### config.mk
export PLATFORM = sky130hd
export DESIGN_NAME = aes_cipher_iter
export DESIGN_NICKNAME = d
export VERILOG_FILES = /design/src/rtl/aes_pkg.sv /design/src/rtl/aes_round.sv /design/src/rtl/sbox.sv /design/src/rtl/aes_cipher_iter.sv
export SDC_FILE = /design/constraint.sdc
export NUM_CORES = 2
export LEC_CHECK = 0
export BUFFER_PORTS_ARGS = -buffer_cell sky130_fd_sc_hd__buf_2
export CORE_AREA = 2 2 658 660
export DETAILED_ROUTE_END_ITERATION = 10
export DIE_AREA = 0 0 660 662
export SKIP_CTS_REPAIR_TIMING = 1
export SLEW_MARGIN = 0
export SYNTH_ARGS = -nofsm -noshare
export SYNTH_HDL_FRONTEND = slang
export SYNTH_SLANG_ARGS = --single-unit
### constraint.sdc
create_clock -name clk -period 5.1 [get_ports clk]
set_input_delay 0.255 -clock clk [delete_from_list [all_inputs] [get_ports clk]]
set_output_delay 0.255 -clock clk [all_outputs]
set_load 0.005 [all_outputs]
### src/rtl/aes_pkg.sv
// Shared types and GF(2^8) helpers for the iterative AES encryption core.
package aes_pkg;

    localparam int LEN_BLOCK = 128;

    typedef enum logic [1:0] {
        IDLE,
        ROUND,
        DONE
    } aes_state_e;

    function automatic logic [7:0] xtime(input logic [7:0] b);
        return {b[6:0], 1'b0} ^ (b[7] ? 8'h1B : 8'h00);
    endfunction

    // One state column, row 0 in the MSBs; 3*a is xtime(a)^a.
    function automatic logic [31:0] mix_column(input logic [31:0] col);
        logic [7:0] a0, a1, a2, a3;
        a0 = col[31:24];
        a1 = col[23:16];
        a2 = col[15:8];
        a3 = col[7:0];
        return {xtime(a0) ^ xtime(a1) ^ a1 ^ a2 ^ a3,
                a0 ^ xtime(a1) ^ xtime(a2) ^ a2 ^ a3,
                a0 ^ a1 ^ xtime(a2) ^ xtime(a3) ^ a3,
                xtime(a0) ^ a0 ^ a1 ^ a2 ^ xtime(a3)};
    endfunction

endpackage

### src/rtl/aes_round.sv
// Combinational AES round: SubBytes, ShiftRows, optional MixColumns, AddRoundKey.
module aes_round
    import aes_pkg::*;
(
    input  logic [LEN_BLOCK-1:0] st_in,
    input  logic [LEN_BLOCK-1:0] rk,
    input  logic                 last,
    output logic [LEN_BLOCK-1:0] st_out
);

    logic [LEN_BLOCK-1:0] sub_bytes;
    logic [LEN_BLOCK-1:0] shifted;
    logic [LEN_BLOCK-1:0] mixed;

    sbox #(.NUM(16)) u_sbox (
        .din  (st_in),
        .dout (sub_bytes)
    );

    // Byte n sits at row n%4, column n/4; row r rotates left by r columns.
    for (genvar c = 0; c < 4; c++) begin : g_col
        for (genvar r = 0; r < 4; r++) begin : g_row
            assign shifted[127 - 8*(r + 4*c) -: 8] =
                sub_bytes[127 - 8*(r + 4*((c + r) % 4)) -: 8];
        end
        assign mixed[127 - 32*c -: 32] = mix_column(shifted[127 - 32*c -: 32]);
    end

    assign st_out = (last ? shifted : mixed) ^ rk;

endmodule

### src/rtl/sbox.sv
// Bank of NUM parallel AES forward S-boxes; byte i of din maps to byte i of dout.
module sbox #(
    parameter int NUM = 1
) (
    input  logic [NUM*8-1:0] din,
    output logic [NUM*8-1:0] dout
);

    localparam logic [0:255][7:0] SBOX_TBL = {
        128'h637c777bf26b6fc53001672bfed7ab76,
        128'hca82c97dfa5947f0add4a2af9ca472c0,
        128'hb7fd9326363ff7cc34a5e5f171d83115,
        128'h04c723c31896059a071280e2eb27b275,
        128'h09832c1a1b6e5aa0523bd6b329e32f84,
        128'h53d100ed20fcb15b6acbbe394a4c58cf,
        128'hd0efaafb434d338545f9027f503c9fa8,
        128'h51a3408f929d38f5bcb6da2110fff3d2,
        128'hcd0c13ec5f974417c4a77e3d645d1973,
        128'h60814fdc222a908846eeb814de5e0bdb,
        128'he0323a0a4906245cc2d3ac629195e479,
        128'he7c8376d8dd54ea96c56f4ea657aae08,
        128'hba78252e1ca6b4c6e8dd741f4bbd8b8a,
        128'h703eb5664803f60e613557b986c11d9e,
        128'he1f8981169d98e949b1e87e9ce5528df,
        128'h8ca1890dbfe6426841992d0fb054bb16
    };

    for (genvar i = 0; i < NUM; i++) begin : g_lane
        assign dout[i*8 +: 8] = SBOX_TBL[din[i*8 +: 8]];
    end

endmodule

### src/rtl/aes_cipher_iter.sv
// Iterative AES encryptor, one round per clock, valid/ready on both sides.
// Define AES_CIPHER_ITER_CNT_EN to add the 32-bit completed-block counter port blk_cnt.
module aes_cipher_iter
    import aes_pkg::*;
#(
    parameter int LEN_KEY   = 128,
    parameter int NUM_ROUND = 10
) (
    input  logic                                 clk,
    input  logic                                 rst,
    input  logic [(NUM_ROUND+1)*LEN_BLOCK-1:0]   key_sched,
    input  logic                                 in_valid,
    output logic                                 in_ready,
    input  logic [LEN_BLOCK-1:0]                 in_data,
    output logic                                 out_valid,
    input  logic                                 out_ready,
    output logic [LEN_BLOCK-1:0]                 out_data
`ifdef AES_CIPHER_ITER_CNT_EN
    ,
    output logic [31:0]                          blk_cnt
`endif
);

    localparam int RW = $clog2(NUM_ROUND + 1);

    if (NUM_ROUND != LEN_KEY / 32 + 6) begin : g_cfg_check
        $error("aes_cipher_iter: NUM_ROUND does not match LEN_KEY");
    end

    aes_state_e           state_q;
    logic [RW-1:0]        rnd_q;
    logic [LEN_BLOCK-1:0] st_q;
    logic [LEN_BLOCK-1:0] rk_arr [NUM_ROUND+1];
    logic [LEN_BLOCK-1:0] rk_sel;
    logic [LEN_BLOCK-1:0] round_out;
    logic                 last_rnd;

    for (genvar r = 0; r <= NUM_ROUND; r++) begin : g_rk
        assign rk_arr[r] = key_sched[r*LEN_BLOCK +: LEN_BLOCK];
    end

    assign rk_sel   = rk_arr[rnd_q];
    assign last_rnd = (rnd_q == RW'(NUM_ROUND));

    aes_round u_round (
        .st_in  (st_q),
        .rk     (rk_sel),
        .last   (last_rnd),
        .st_out (round_out)
    );

    // NOTE: sequential state uses <= so every register samples pre-edge values.
    always_ff @(posedge clk) begin
        if (rst) begin
            state_q <= IDLE;
            rnd_q   <= '0;
            // NOTE: the datapath register is cleared too, since out_data exposes it directly.
            st_q    <= '0;
        end else begin
            case (state_q)
                IDLE: begin
                    if (in_valid) begin
                        st_q    <= in_data ^ rk_arr[0];
                        rnd_q   <= RW'(1);
                        state_q <= ROUND;
                    end
                end
                ROUND: begin
                    st_q <= round_out;
                    if (last_rnd) begin
                        state_q <= DONE;
                    end else begin
                        rnd_q <= rnd_q + 1'b1;
                    end
                end
                DONE: begin
                    if (out_ready) begin
                        state_q <= IDLE;
                    end
                end
                default: state_q <= IDLE;
            endcase
        end
    end

    assign in_ready  = (state_q == IDLE);
    assign out_valid = (state_q == DONE);
    assign out_data  = st_q;

`ifdef AES_CIPHER_ITER_CNT_EN
    logic [31:0] blk_cnt_q;

    always_ff @(posedge clk) begin
        if (rst) begin
            blk_cnt_q <= '0;
        end else if (out_valid && out_ready) begin
            blk_cnt_q <= blk_cnt_q + 32'd1;
        end
    end

    assign blk_cnt = blk_cnt_q;
`endif

endmodule

==> results.tsv <==
stage	metric	value	unit
run_status	status	finished with violations	
run_status	failing checks	antenna violations, max-capacitance violations, max-slew violations	
synthesis	post-synthesis sequential area ratio	3.38	%
final_layout	Util after Layout	22.9	%
floorplanning	starting density of the core	18.5	%
critical_path	Max FO, Critical Path	32	
worst_hold_path	Worst Hold End	state_q[0]$_SDFFE_PP0P_	
timing	Worst slew margin	-10.0	%
grt	total grt overflow	0	
final_layout	most frequent cells in the layout	buf_2 (1,668), a21oi_1 (1,151), o21ai_0 (917), nor2_1 (886), nand2_1 (823)	
timing	setup TNS	0	ps
floorplanning	Core Area	430000	µm²
critical_path	CP Data Required Time	5500	ps
floorplanning	Die Ht	662	µm
synthesis	ys async rst share	0	%
power_and_ir_drop	P_leak	0.0345	µW
critical_path	r2r worst-path depth	13	
power_and_ir_drop	Pwr Total	88900	µW
detailed_routing	Antenna Nets Post-Route	1	
critical_path	Crit Path Category	reg2reg	
detailed_routing	DR WL/cell	42.2	µm
timing	Final min period	4980	ps
detailed_routing	via count	114000	
critical_path	Critical R2R Capture	out_data[40]$_SDFFE_PP0P_	
detailed_routing	via-per-instance ratio	5.94	
floorplanning	die area	437000	µm²
grt	global-route wire length before repair	1030000	µm
detailed_routing	# DRC	0	
final_layout	layout cells sized above 1	26.0	%
power_and_ir_drop	worst vdd ir	0.695	mV
placed_design	I/O Buffers	1669	
timing	Final Hold Fails	0	
synthesis	flops & latches, synth	134	
clocking	CTS tree	built	
final_layout	most common cell after layout, fill and taps aside	buf_2	
worst_hold_path	type of the tightest min-delay check	in2reg	
critical_path	critical path arrival	5380	ps
synthesis	Post-Syn Area	79500	µm²
detailed_routing	Pre-Repair DR Iteration Count	8	
synthesis	Post-synth EDFFs	0	
timing	Tightest Pin Transition	1650	ps
placed_design	GPL Wtd Cong	1.12	
critical_path	Reg-to-Reg Start	out_data[105]$_SDFFE_PP0P_	
timing	endpoints failing setup	0	
floorplanning	die width	660	µm
floorplanning	Rows	241	
timing	RSZ-0062 raised after global routing	false	
critical_path	R2R Setup Slk	120	ps
clocking	clk buf depth	2	
worst_hold_path	hold path depth	3	
synthesis	cell count after synthesis	11500	
flow_run	max_cap viols	2	
clocking	total CTS buffers	17	
synthesis	Yosys Warn Count	0	
synthesis	most common flop cell mapped by yosys	dfxtp_1	
synthesis	synth unique cells	126	
clocking	clock root buffer	clkbuf_16	
clocking	Clock Pin Slew Worst Setup and Hold Paths	90	ps
timing	Max Slew Vio Count	4	
clocking	H-tree Lvls	4	
power_and_ir_drop	PwrDens	904	nW/µm²
detailed_routing	final wirelength	809000	µm
grt	number of global-route vias before repair	101000	
final_layout	final net count	14300	
timing	Min Hold Slack	43.9	ps
critical_path	Critical Path Start Type	flop	
placed_design	DP HPWL	667000	µm
final_layout	Syn-to-layout area delta	23.7	%
grt	gr usage total	35.1	%
clocking	Clock Latency Late Sink	580	ps
critical_path	CP Capture Type	flop	
floorplanning	I/O pins	1670	
timing	fmax	201	MHz
worst_hold_path	Hold Crit Start	in_valid	
timing	fin crit share	97.6	%
detailed_routing	Starting DRT DRC Count	20300	
synthesis	Net Count, Synth	13200	
timing	Setup Skew	22.8	ps
clocking	CTS sink cnt	134	
grt	pin count of the biggest net entering global routing	149	
grt	antenna violations before repair	439	
synthesis	syn avg cell area	6.94	µm²
-- where the power goes --
| part | total, µW | leakage (µW) | switching, µW | internal, µW |
|---|---|---|---|---|
| Sequential | 3990 | 0.00114 | 2390 | 1600 |
| Clock | 1380 | 0.000278 | 745 | 640 |
| Combinational | 83500 | 0.0330 | 52300 | 31200 |
-- synth_stat cells (248+ instances only) --
master	instances	area, µm²
a211oi_1	277	2080
nor3_1	389	1950
xnor2_1	523	4580
nand2b_1	366	2290
nand3_1	308	1540
mux4_2	424	9550
o21ai_0	917	4590
nor2_1	888	3330
mux2i_1	315	3150
nor2b_1	279	1750
o22ai_1	248	1550
buf_2	470	2350
clkbuf_1	685	2570
a21oi_1	1157	5790
xor2_1	300	2630
nand2_1	823	3090
-- flip-flops by register name, summed over array words and instances, names as in the netlist --
register  flops
out_data    128
rnd_q         4
state_q       2
-- cell families (layout without fill, tap and decap cells) --
family	count (synthesis)	count (layout)	share of synthesized area, %
xor+xnor	847	847	9.64
fa+ha+maj	236	236	3.69
compound gates	4365	4365	36.4
flops	134	134	3.38
simple gates	3543	3543	21.7
mux	777	777	16.5
other cells	0	915	0
buf+inv	1549	2651	8.68
-- metal layers --
| metal | share of wire [%] | wire length [µm] | track usage [%] | vias to the layer above |
|---|---|---|---|---|
| met2 | 40 | 326000 | 50.0 | 9648 |
| met1 | 36 | 289000 | 40.3 | 55200 |
| li1 | - | - | - | 46500 |
| met3 | 13 | 103000 | 13.6 | 2361 |
| met4 | 11 | 90300 | 31.7 | 178 |
| met5 | 0.20 | 1630 | 0 | - |
-- through the flow --
stage	instance area (µm²)	std cells	worst slack, ps
after floorplan	79500	11500	1030
after global routing	97600	18900	151
after detailed placement	95400	18200	470
after global placement	95400	18200	458
after CTS	96000	18300	455
final	98300	19200	121
-- how the worst max path moves through the flow --
stage / startpoint / endpoint / slack, ps
floorplan: out_data[1]$_SDFFE_PP0P_ / out_data[108]$_SDFFE_PP0P_ / 1030
global route: out_data[105]$_SDFFE_PP0P_ / out_data[40]$_SDFFE_PP0P_ / 150
detailed placement: out_data[105]$_SDFFE_PP0P_ / out_data[40]$_SDFFE_PP0P_ / 470
finish: out_data[105]$_SDFFE_PP0P_ / out_data[40]$_SDFFE_PP0P_ / 120
global placement: out_data[72]$_SDFFE_PP0P_ / out_data[0]$_SDFFE_PP0P_ / 460
CTS: out_data[105]$_SDFFE_PP0P_ / out_data[40]$_SDFFE_PP0P_ / 450
-- layout make-up --
cell class | instances | area (µm²)
Clock buffer | 17 | 425
Timing Repair Buffer | 2442 | 14800
Tap cell | 5710 | 7140
Antenna cell | 915 | 2290
Inverter | 177 | 664
Clock inverter | 15 | 131
Multi-Input combinational cell | 9768 | 70000
Sequential cell | 134 | 2840
Fill cell | 48900 | 331000
-- worst max-delay path, cell delays in order (launching register included) --
cell and delay, ps:
dfxtp_1 340, buf_4 390, ha_1 710, nor2_1 270, buf_4 230, or3_1 370
a31oi_1 180, o221a_2 200, a21oi_1 50, o21ai_2 660, xor2_1 410, xnor2_1 160
xnor2_1 190, o22ai_1 630
Power figures use the tool's default switching activity.
